**src/rtl/acc_eng_ctrl_mc.sv**
```systemverilog
// acc_eng_ctrl_mc
// Multi-engine kernel controller for the conv accelerator. Accepts ap_start
// jobs into a pending counter, dispatches them round-robin to idle engines
// with a one-cycle op_start pulse, tracks end_conv then write-master
// completion per engine, and reports each completion through a counted
// ap_done/ap_continue handshake.
//
// Ports:
//   clk          clock, rising edge
//   rst          asynchronous reset, active-high
//   ap_start     job request
//   ap_continue  acknowledges one ap_done
//   ap_ready     a job can be accepted this cycle
//   ap_done      at least one unacknowledged completion exists
//   ap_idle      no pending jobs and every engine idle
//   op_start     per-engine one-cycle start pulse
//   end_conv     per-engine compute-finished pulse
//   wmst_done    per-engine write-master finished pulse
//   perf_busy_cyc, perf_jobs  (only with ACC_ENG_PERF_EN) saturating counters
//
// Optional feature macro: ACC_ENG_PERF_EN adds the performance counters.
//
// Engine FSM states:
//   state    | meaning
//   ENG_IDLE | free, eligible for dispatch
//   ENG_RUN  | computing, waiting for end_conv
//   ENG_WB   | compute done, waiting for wmst_done

module acc_eng_ctrl_mc #(
  parameter int NUM_ENG   = 4,
  parameter int JOB_DEPTH = 4,
  parameter int PEND_W    = $clog2(JOB_DEPTH + 1),
  parameter int DONE_W    = $clog2(NUM_ENG + JOB_DEPTH + 1)
) (
  input  logic               clk,
  input  logic               rst,
  input  logic               ap_start,
  input  logic               ap_continue,
  output logic               ap_ready,
  output logic               ap_done,
  output logic               ap_idle,
  output logic [NUM_ENG-1:0] op_start,
  input  logic [NUM_ENG-1:0] end_conv,
  input  logic [NUM_ENG-1:0] wmst_done
`ifdef ACC_ENG_PERF_EN
  ,
  output logic [31:0]        perf_busy_cyc,
  output logic [31:0]        perf_jobs
`endif
);

  localparam int RR_W  = (NUM_ENG > 1) ? $clog2(NUM_ENG) : 1;
  localparam int CNT_W = $clog2(NUM_ENG + 1);
  localparam int SUM_W = DONE_W + 1;

  localparam logic [PEND_W-1:0] PEND_MAX = PEND_W'(JOB_DEPTH);
  localparam logic [SUM_W-1:0]  DONE_MAX = SUM_W'(NUM_ENG + JOB_DEPTH);
  localparam logic [RR_W-1:0]   RR_LAST  = RR_W'(NUM_ENG - 1);

  typedef enum logic [1:0] {
    ENG_IDLE = 2'd0,
    ENG_RUN  = 2'd1,
    ENG_WB   = 2'd2
  } eng_state_t;

  eng_state_t         eng_q [NUM_ENG];
  eng_state_t         eng_d [NUM_ENG];

  logic [PEND_W-1:0]  pend_cnt;
  logic [PEND_W-1:0]  pend_nxt;
  logic [DONE_W-1:0]  done_cnt;
  logic [DONE_W-1:0]  done_nxt;
  logic [SUM_W-1:0]   done_sum;
  logic [RR_W-1:0]    rr_ptr;
  logic [RR_W-1:0]    rr_nxt;
  logic [RR_W-1:0]    sel_idx;
  logic               sel_found;
  logic               disp_vld;
  logic               accept;
  logic               ack;
  logic [NUM_ENG-1:0] eng_idle;
  logic [NUM_ENG-1:0] disp_vec;
  logic [NUM_ENG-1:0] cmpl_vec;
  logic [CNT_W-1:0]   cmpl_cnt;

  // All handshake outputs decode registered state only.
  assign ap_ready = (pend_cnt < PEND_MAX);
  assign ap_idle  = (pend_cnt == '0) && (&eng_idle);
  assign accept   = ap_start && ap_ready;
  assign ack      = ap_continue && ap_done;

  always_comb begin
    eng_idle = '0;
    for (int i = 0; i < NUM_ENG; i++) begin
      eng_idle[i] = (eng_q[i] == ENG_IDLE);
    end
  end

  // Round-robin pick: first idle engine at or after rr_ptr, with wrap.
  // Uses registered engine state, so an engine that just went idle waits
  // one cycle before it can be picked.
  always_comb begin
    sel_found = 1'b0;
    sel_idx   = '0;
    for (int j = 0; j < NUM_ENG; j++) begin
      if (!sel_found && eng_idle[(int'(rr_ptr) + j) % NUM_ENG]) begin
        sel_found = 1'b1;
        sel_idx   = RR_W'((int'(rr_ptr) + j) % NUM_ENG);
      end
    end
  end

  assign disp_vld = sel_found && (pend_cnt != '0);

  always_comb begin
    disp_vec = '0;
    rr_nxt   = rr_ptr;
    if (disp_vld) begin
      disp_vec[sel_idx] = 1'b1;
      rr_nxt = (sel_idx == RR_LAST) ? '0 : sel_idx + RR_W'(1);
    end
  end

  // Engine next-state and completion detection.
  always_comb begin
    for (int i = 0; i < NUM_ENG; i++) begin
      eng_d[i]    = eng_q[i];
      cmpl_vec[i] = 1'b0;
      case (eng_q[i])
        ENG_IDLE: begin
          if (disp_vec[i]) eng_d[i] = ENG_RUN;
        end
        ENG_RUN: begin
          if (end_conv[i]) begin
            if (wmst_done[i]) begin
              eng_d[i]    = ENG_IDLE;
              cmpl_vec[i] = 1'b1;
            end else begin
              eng_d[i] = ENG_WB;
            end
          end
        end
        ENG_WB: begin
          if (wmst_done[i]) begin
            eng_d[i]    = ENG_IDLE;
            cmpl_vec[i] = 1'b1;
          end
        end
        default: eng_d[i] = ENG_IDLE;
      endcase
    end
  end

  always_comb begin
    cmpl_cnt = '0;
    for (int i = 0; i < NUM_ENG; i++) begin
      cmpl_cnt = cmpl_cnt + CNT_W'(cmpl_vec[i]);
    end
  end

  always_comb begin
    pend_nxt = pend_cnt;
    if (accept && !disp_vld) begin
      pend_nxt = pend_cnt + PEND_W'(1);
    end else if (!accept && disp_vld) begin
      pend_nxt = pend_cnt - PEND_W'(1);
    end
  end

  // One extra bit keeps the sum from wrapping; ack only happens with
  // done_cnt > 0, so the subtraction cannot underflow.
  always_comb begin
    done_sum = SUM_W'(done_cnt) + SUM_W'(cmpl_cnt) - SUM_W'(ack);
    if (done_sum > DONE_MAX) begin
      done_nxt = DONE_W'(DONE_MAX);
    end else begin
      done_nxt = DONE_W'(done_sum);
    end
  end

  always_ff @(posedge clk or posedge rst) begin
    if (rst) begin
      pend_cnt <= '0;
      done_cnt <= '0;
      rr_ptr   <= '0;
      op_start <= '0;
      ap_done  <= 1'b0;
      for (int i = 0; i < NUM_ENG; i++) begin
        eng_q[i] <= ENG_IDLE;
      end
    end else begin
      pend_cnt <= pend_nxt;
      done_cnt <= done_nxt;
      rr_ptr   <= rr_nxt;
      op_start <= disp_vec;
      ap_done  <= (done_nxt != '0);
      for (int i = 0; i < NUM_ENG; i++) begin
        eng_q[i] <= eng_d[i];
      end
    end
  end

`ifdef ACC_ENG_PERF_EN
  logic [32:0] perf_jobs_sum;

  assign perf_jobs_sum = {1'b0, perf_jobs} + 33'(cmpl_cnt);

  always_ff @(posedge clk or posedge rst) begin
    if (rst) begin
      perf_busy_cyc <= '0;
      perf_jobs     <= '0;
    end else begin
      if (!ap_idle && (perf_busy_cyc != 32'hFFFF_FFFF)) begin
        perf_busy_cyc <= perf_busy_cyc + 32'd1;
      end
      perf_jobs <= perf_jobs_sum[32] ? 32'hFFFF_FFFF : perf_jobs_sum[31:0];
    end
  end
`endif

endmodule

```
**config.mk**
```make
export PLATFORM = sky130hd
export DESIGN_NAME = acc_eng_ctrl_mc
export DESIGN_NICKNAME = d
export VERILOG_FILES = /design/src/rtl/acc_eng_ctrl_mc.sv
export SDC_FILE = /design/constraint.sdc
export NUM_CORES = 1
export LEC_CHECK = 0
export CELL_PAD_IN_SITES_DETAIL_PLACEMENT = 0
export CELL_PAD_IN_SITES_GLOBAL_PLACEMENT = 1
export CORE_MARGIN = 4
export CORE_UTILIZATION = 38
export CTS_CLUSTER_DIAMETER = 150
export DETAILED_ROUTE_END_ITERATION = 6
export PLACE_DENSITY = 0.84
export SLEW_MARGIN = 20
export SYNTH_ARGS = -nofsm -noshare
export SYNTH_HDL_FRONTEND = slang
export SYNTH_SLANG_ARGS = --single-unit
```
**constraint.sdc**
```tcl
create_clock -name clk -period 3.7 [get_ports clk]
set_clock_uncertainty 0.05 [all_clocks]
set_input_delay 0.74 -clock clk [delete_from_list [all_inputs] [get_ports clk]]
set_output_delay 0.74 -clock clk [all_outputs]
set_load 0.01 [all_outputs]
```
; ---- Word level (Yosys, flattened, before mapping)
; Index checks and enable logic that the tools add are counted.
[totals]
regBits = 22
latch_bits = 0
mem_bits_rw = 0
rom_bits = 0
elab_cells = 141
n_memories = 0
[classes]
add_sub_neg = 11
n_mul = 0
div_mod_pow = 0
magnitude_cmp = 8
eq_ne = 21
shifts = 0
muxes = 58
n_bitwise = 3
reduce_logical = 31
[ops]
columns = operator, n
row1 = $mux 2, 21
row2 = $pmux 2 s3, 4
row3 = $mux 1, 20
row4 = $ne 2x2->1 const B, 8
row5 = $lt 3x4->1 const B, 3
row6 = $reduce_and 3->1, 4
row7 = $eq 2x2->1 const B, 5
row8 = $logic_and 1x1->1, 10
row9 = $bmux 1 s2, 4
row10 = $eq 2x1->1 const B, 4
row11 = $logic_not 2->1, 4
row12 = $mux 4, 2
row13 = $ne 2x1->1 const B, 4
row14 = $pmux 1 s2, 4
row15 = $lt 2x3->1 const B, 2
row16 = $mux 3, 2
row17 = $reduce_or 2->1, 3
row18 = $add 4x3->5, 1
row19 = $gt 5x4->1 const B, 1
row20 = $logic_not 1->1, 5
row21 = $sub 5x1->5, 1
row22 = $add 2x1->2 const B, 2
row23 = $add 2x2->2 const B, 2
row24 = $reduce_and 4->1, 1
row25 = 13 further kinds, 15

; ---- Logic depth before layout (Yosys ltp)
[depth]
depth_word = 21
ltp_mapped = 12
ltp_nobuf = 12

; ---- Worst setup path before layout
; OpenSTA, ideal clock, no wires.
[synth_timing]
kind = input to register
from = in end_conv[0]
to = reg ap_done
setup_time_ns = 0.126
arrival_ns = 3.448
required_ns = 3.524
path_slack_ns = 0.076
cell_stages = 10
path_buffers = 0
cell_sequence = a21o_1 nand3_1 ha_1 fa_1 inv_1 fa_1 fa_1 and3_4 or3_4 a221o_1
[synth_between]
elab_chain_len = 10
[synth_lines]
columns = item, line_no
row1 = from (decl), 43  ; input logic [NUM_ENG-1:0] end_conv,
row2 = $mux 1 (*), 134  ; if (end_conv[i]) begin
row3 = $pmux 1 s2 (*), 129  ; case (eng_q[i])
row4 = $add 1x1->2 (*), 157  ; cmpl_cnt = cmpl_cnt + CNT_W'(cmpl_vec[i]);
row5 = $add 2x1->3 (*), 157
row6 = $add 3x1->3 (*), 157
row7 = $add 4x3->5 (*), 173  ; done_sum = SUM_W'(done_cnt) + SUM_W'(cmpl_cnt) - SUM_W'(ack);
row8 = $sub 5x1->5 (*), 173
row9 = $gt 5x4->1, 174  ; if (done_sum > DONE_MAX) begin
row10 = $mux 4 (*), 174
row11 = $reduce_bool 4->1 (*), 196  ; ap_done <= (done_nxt != '0);
row12 = to (signal assigned), 196
row13 = to (decl), 40  ; output logic ap_done,
; Every way passes the cells marked *; elsewhere a longest branch is shown, timed or not.
; A chain may end at the register's enable or synchronous reset.

; ---- Worst setup path in the final report
[layout_timing]
from = in wmst_done[0]
to = reg ap_done
[layout_between]
elab_chain_len = 11
[layout_lines]
columns = item, line_no
row1 = from (decl), 44  ; input logic [NUM_ENG-1:0] wmst_done
row2 = $mux 1 (*), "135, 144"
row3 = $mux 1, 134
row4 = $pmux 1 s2 (*), 129
row5 = $add 1x1->2 (*), 157
row6 = $add 2x1->3 (*), 157
row7 = $add 3x1->3 (*), 157
row8 = $add 4x3->5 (*), 173
row9 = $sub 5x1->5 (*), 173
row10 = $gt 5x4->1, 174
row11 = $mux 4 (*), 174
row12 = $reduce_bool 4->1 (*), 196
; Marks and branches as above.

==> run summary <==
CP Cell Sequence: clkdlybuf4s50_1, nand3_2, ha_4, fa_1, inv_2, fa_2, fa_2, and3_4, or3_4, a221o_1
Clock power frac: 9.2%
Unrepaired setup endpoints after global routing: false
Sw Share: 42.7%
Max Cap Viol: 0
Total grt overflow: 0
Clock transition at the registers of the reported paths: 0.08 ns
Max_slew headroom: 42.8%
Num rows: 24
Hold Crit Start: eng_q[2]
Slowest-stage cell, CP: clkdlybuf4s50_1
First-pass GRT wire length: 5530 microns
Pin count of the biggest net entering global routing: 23
Number of fill cells in the layout: 431
Critical path arrival: 3.73 ns
WL final: 3090 microns
Mapped Cells: 165
Vias per std cell: 5.14
Fin nets: 232
Htree depth: 1
Tmin final: 3.63 ns
CP endpoint kind: flop
Int Pwr: 1080 uW
Antenna violations before repair: 0
Wirelength per Cell: 12.7 microns
Critical path launch point: wmst_done[0]
Final Setup Violations: 0
Initial Util: 39.2%
Most common cell after layout, fill and taps aside: ha_1
Critical register-to-register path startpoint: eng_q[7]
Layout cell share with drive strength beyond 1: 13.1%
Final Worst Setup Slack: 0.0730 ns
DP Cell Count: 239
Leak Pwr: 0.000943 uW
Post-synthesis register bit count: 22
Commonest cells after routing, fill and taps aside: ha_1, dfrtp_1, inv_1
Post-DRT Antenna Nets: 0
GRT Util Overall: 12.7%
Required time worst endpoint: 3.80 ns
Number of hold buffers added after cts: 0
Gpl congestion: 0.750
Max Fclk: 0.276 GHz
Psw: 804 uW
Flop pwr share: 23.6%
Die X: 74.8 microns
Period Utilization, post-route: 98.0%
Vias after detailed routing: 1248
Largest area contributor in the synthesized netlist: dfrtp_1
DP HPWL: 2450 microns
Worst VDD drop: 0.360 mV
Clk sinks: 22
Measured slew at the worst slew-check pin: 0.857 ns
Part of the Yosys area used for sequential elements: 32.5%
Max incr delay on CP: 0.49 ns
Non-Filler Instances: 243
Layout area overhead: 21.3%
CTS tree: done
Antenna diodes: 0
Top post-synthesis cells by area: dfrtp_1, ha_1, fa_1
Io pins: 19
Setup_tns: 0 ns
Post-CTS setup buffers: 0
Mean area per synthesized cell: 10.3 sq um
R2R cell count: 12
Clk buf depth: 2
Netlist cell types: 43
Iteration-0 DRC Markers: 74
Vias in the first global route: 1273
Clock Latency Late Sink: 0.26 ns
Core ar.: 4320 sq um
Power per Cell Area: 916 nW/um^2
Port Buffers: 18
Startpoint Class: input pin
Hold Crit Class: reg2reg
Setup WS pre-CTS: -0.551 ns
Critical setup path kind: in2reg
Crit path max fanout: 5
DIE HEIGHT: 74.8 microns
Post-Syn Nets: 205
Warnings from Yosys: 0
Die area: 5590 sq um
Status: finished clean
Final Max Tran Viols: 0
Worst hold margin: 0.499 ns
Final hold viol count: 0
Crit path top cell by count: fa_2
Comb pwr share: 67.1%
DR DRC count: 0
Synth top area share: 32.5%
Router iterations before antenna repair: 4
TritonCTS buffer count: 3
Worst hold stages: 1
Mapped Area: 1690 sq um
Clk root buf: clkbuf_8
## kinds of logic (layout without fill, tap and decap cells)
kind of cell             count (synthesis)  count (layout)  share of synthesized area, %
XOR/XNOR                                 4               4                          2.07
multiplexers                             6               6                          3.91
AND/OR/NAND/NOR                         48              48                          17.9
flip-flops                              22              22                          32.5
AO/OA/AOI/OAI                           33              33                          15.3
adder cells (fa/ha/maj)                 28              28                          22.5
buffers and inverters                   24              50                          5.83
## worst paths after layout
kind,slack [ns],to
min in group asynchronous,0.90,pend_cnt[2]
setup reg to reg,0.23,ap_done
max in group asynchronous,2.18,eng_q[4]
hold / removal,0.50,eng_q[2]
hold reg to reg,0.50,eng_q[2]
setup / recovery,0.07,ap_done
## critical path, delay by kind of cell
| family | cells | cell delay [ns] |
|---|---|---|
| compound gates | 1 | 0.32 |
| fa+ha+maj | 4 | 1.50 |
| buf+inv | 2 | 0.53 |
| simple gates | 3 | 0.62 |
## registers in the layout, summed over array words and instances, names as in the netlist
register / flops
op_start: 4
ap_done: 1
done_cnt: 4
pend_cnt: 3
rr_ptr: 2
eng_q: 8
## cells in the mapped netlist
| library cell | n |
|---|---|
| a211oi_1 | 4 |
| a21boi_0 | 1 |
| a21o_1 | 7 |
| a21oi_1 | 2 |
| a221o_1 | 1 |
| a221oi_1 | 3 |
| a22o_1 | 1 |
| and2_1 | 1 |
| and3_1 | 1 |
| and3_4 | 1 |
| buf_2 | 1 |
| buf_6 | 1 |
| clkbuf_1 | 1 |
| dfrtp_1 | 22 |
| fa_1 | 4 |
| ha_1 | 24 |
| inv_1 | 21 |
| mux2_2 | 1 |
| mux2_4 | 1 |
| mux2i_1 | 4 |
| nand2_1 | 1 |
| nand2_2 | 1 |
| nand2b_1 | 5 |
| nand3_1 | 4 |
| nand4_1 | 1 |
| nor2_1 | 9 |
| nor2b_1 | 11 |
| nor3_1 | 2 |
| nor4_1 | 4 |
| nor4_4 | 1 |
| o21a_1 | 1 |
| o21ai_1 | 2 |
| o22a_1 | 1 |
| o22ai_1 | 1 |
| o31ai_1 | 4 |
| o32a_1 | 4 |
| o41a_1 | 1 |
| or2b_1 | 1 |
| or3_1 | 2 |
| or3_4 | 2 |
| or4_4 | 1 |
| xnor2_1 | 3 |
| xor2_1 | 1 |
## layer usage
metal,share of wire [%],vias up,GRT usage (%)
met2,47,22,21.3
met4,0.87,0,3.36
met5,0,-,0
met1,48,582,16.6
li1,-,640,-
met3,4.3,4,2.94
## final cells by class
cell class / count / area, sq um / area share [%]
clock buffers: 4 / 55.1 / 2.68
inverters: 21 / 78.8 / 3.84
multi-input cells: 119 / 1070 / 52.3
flip-flops and latches: 22 / 551 / 26.8
well taps: 52 / 65.1 / 3.17
repair buffers: 25 / 231 / 11.3
## power by group through the flow
stage	Clock, uW	Combinational, uW	Sequential, uW
6_report	174	1260	444
5_1_grt	188	1460	462
4_1_cts	179	1270	446
3_5_place_dp	0	1240	449
3_3_place_gp	0	1220	448
2_1_floorplan	0	974	430
## repair_timing
item                       in CTS  in global routing
pin swaps                       8                  1
resized for setup               6                  1
hold endpoints to repair        0                  0
setup endpoints to repair       5                  3
## metrics by stage
| stage | total power (uW) | utilization (%) | cell area [sq um] |
|---|---|---|---|
| floorplan | 1400 | - | 1690 |
| global placement | 1670 | 45.6 | 1970 |
| detailed placement | 1680 | 45.6 | 1970 |
| CTS | 1890 | 47.4 | 2050 |
| global route | 2110 | 47.5 | 2050 |
| finish | 1880 | 47.5 | 2050 |
Note: power is estimated with default switching activity, not from simulation.
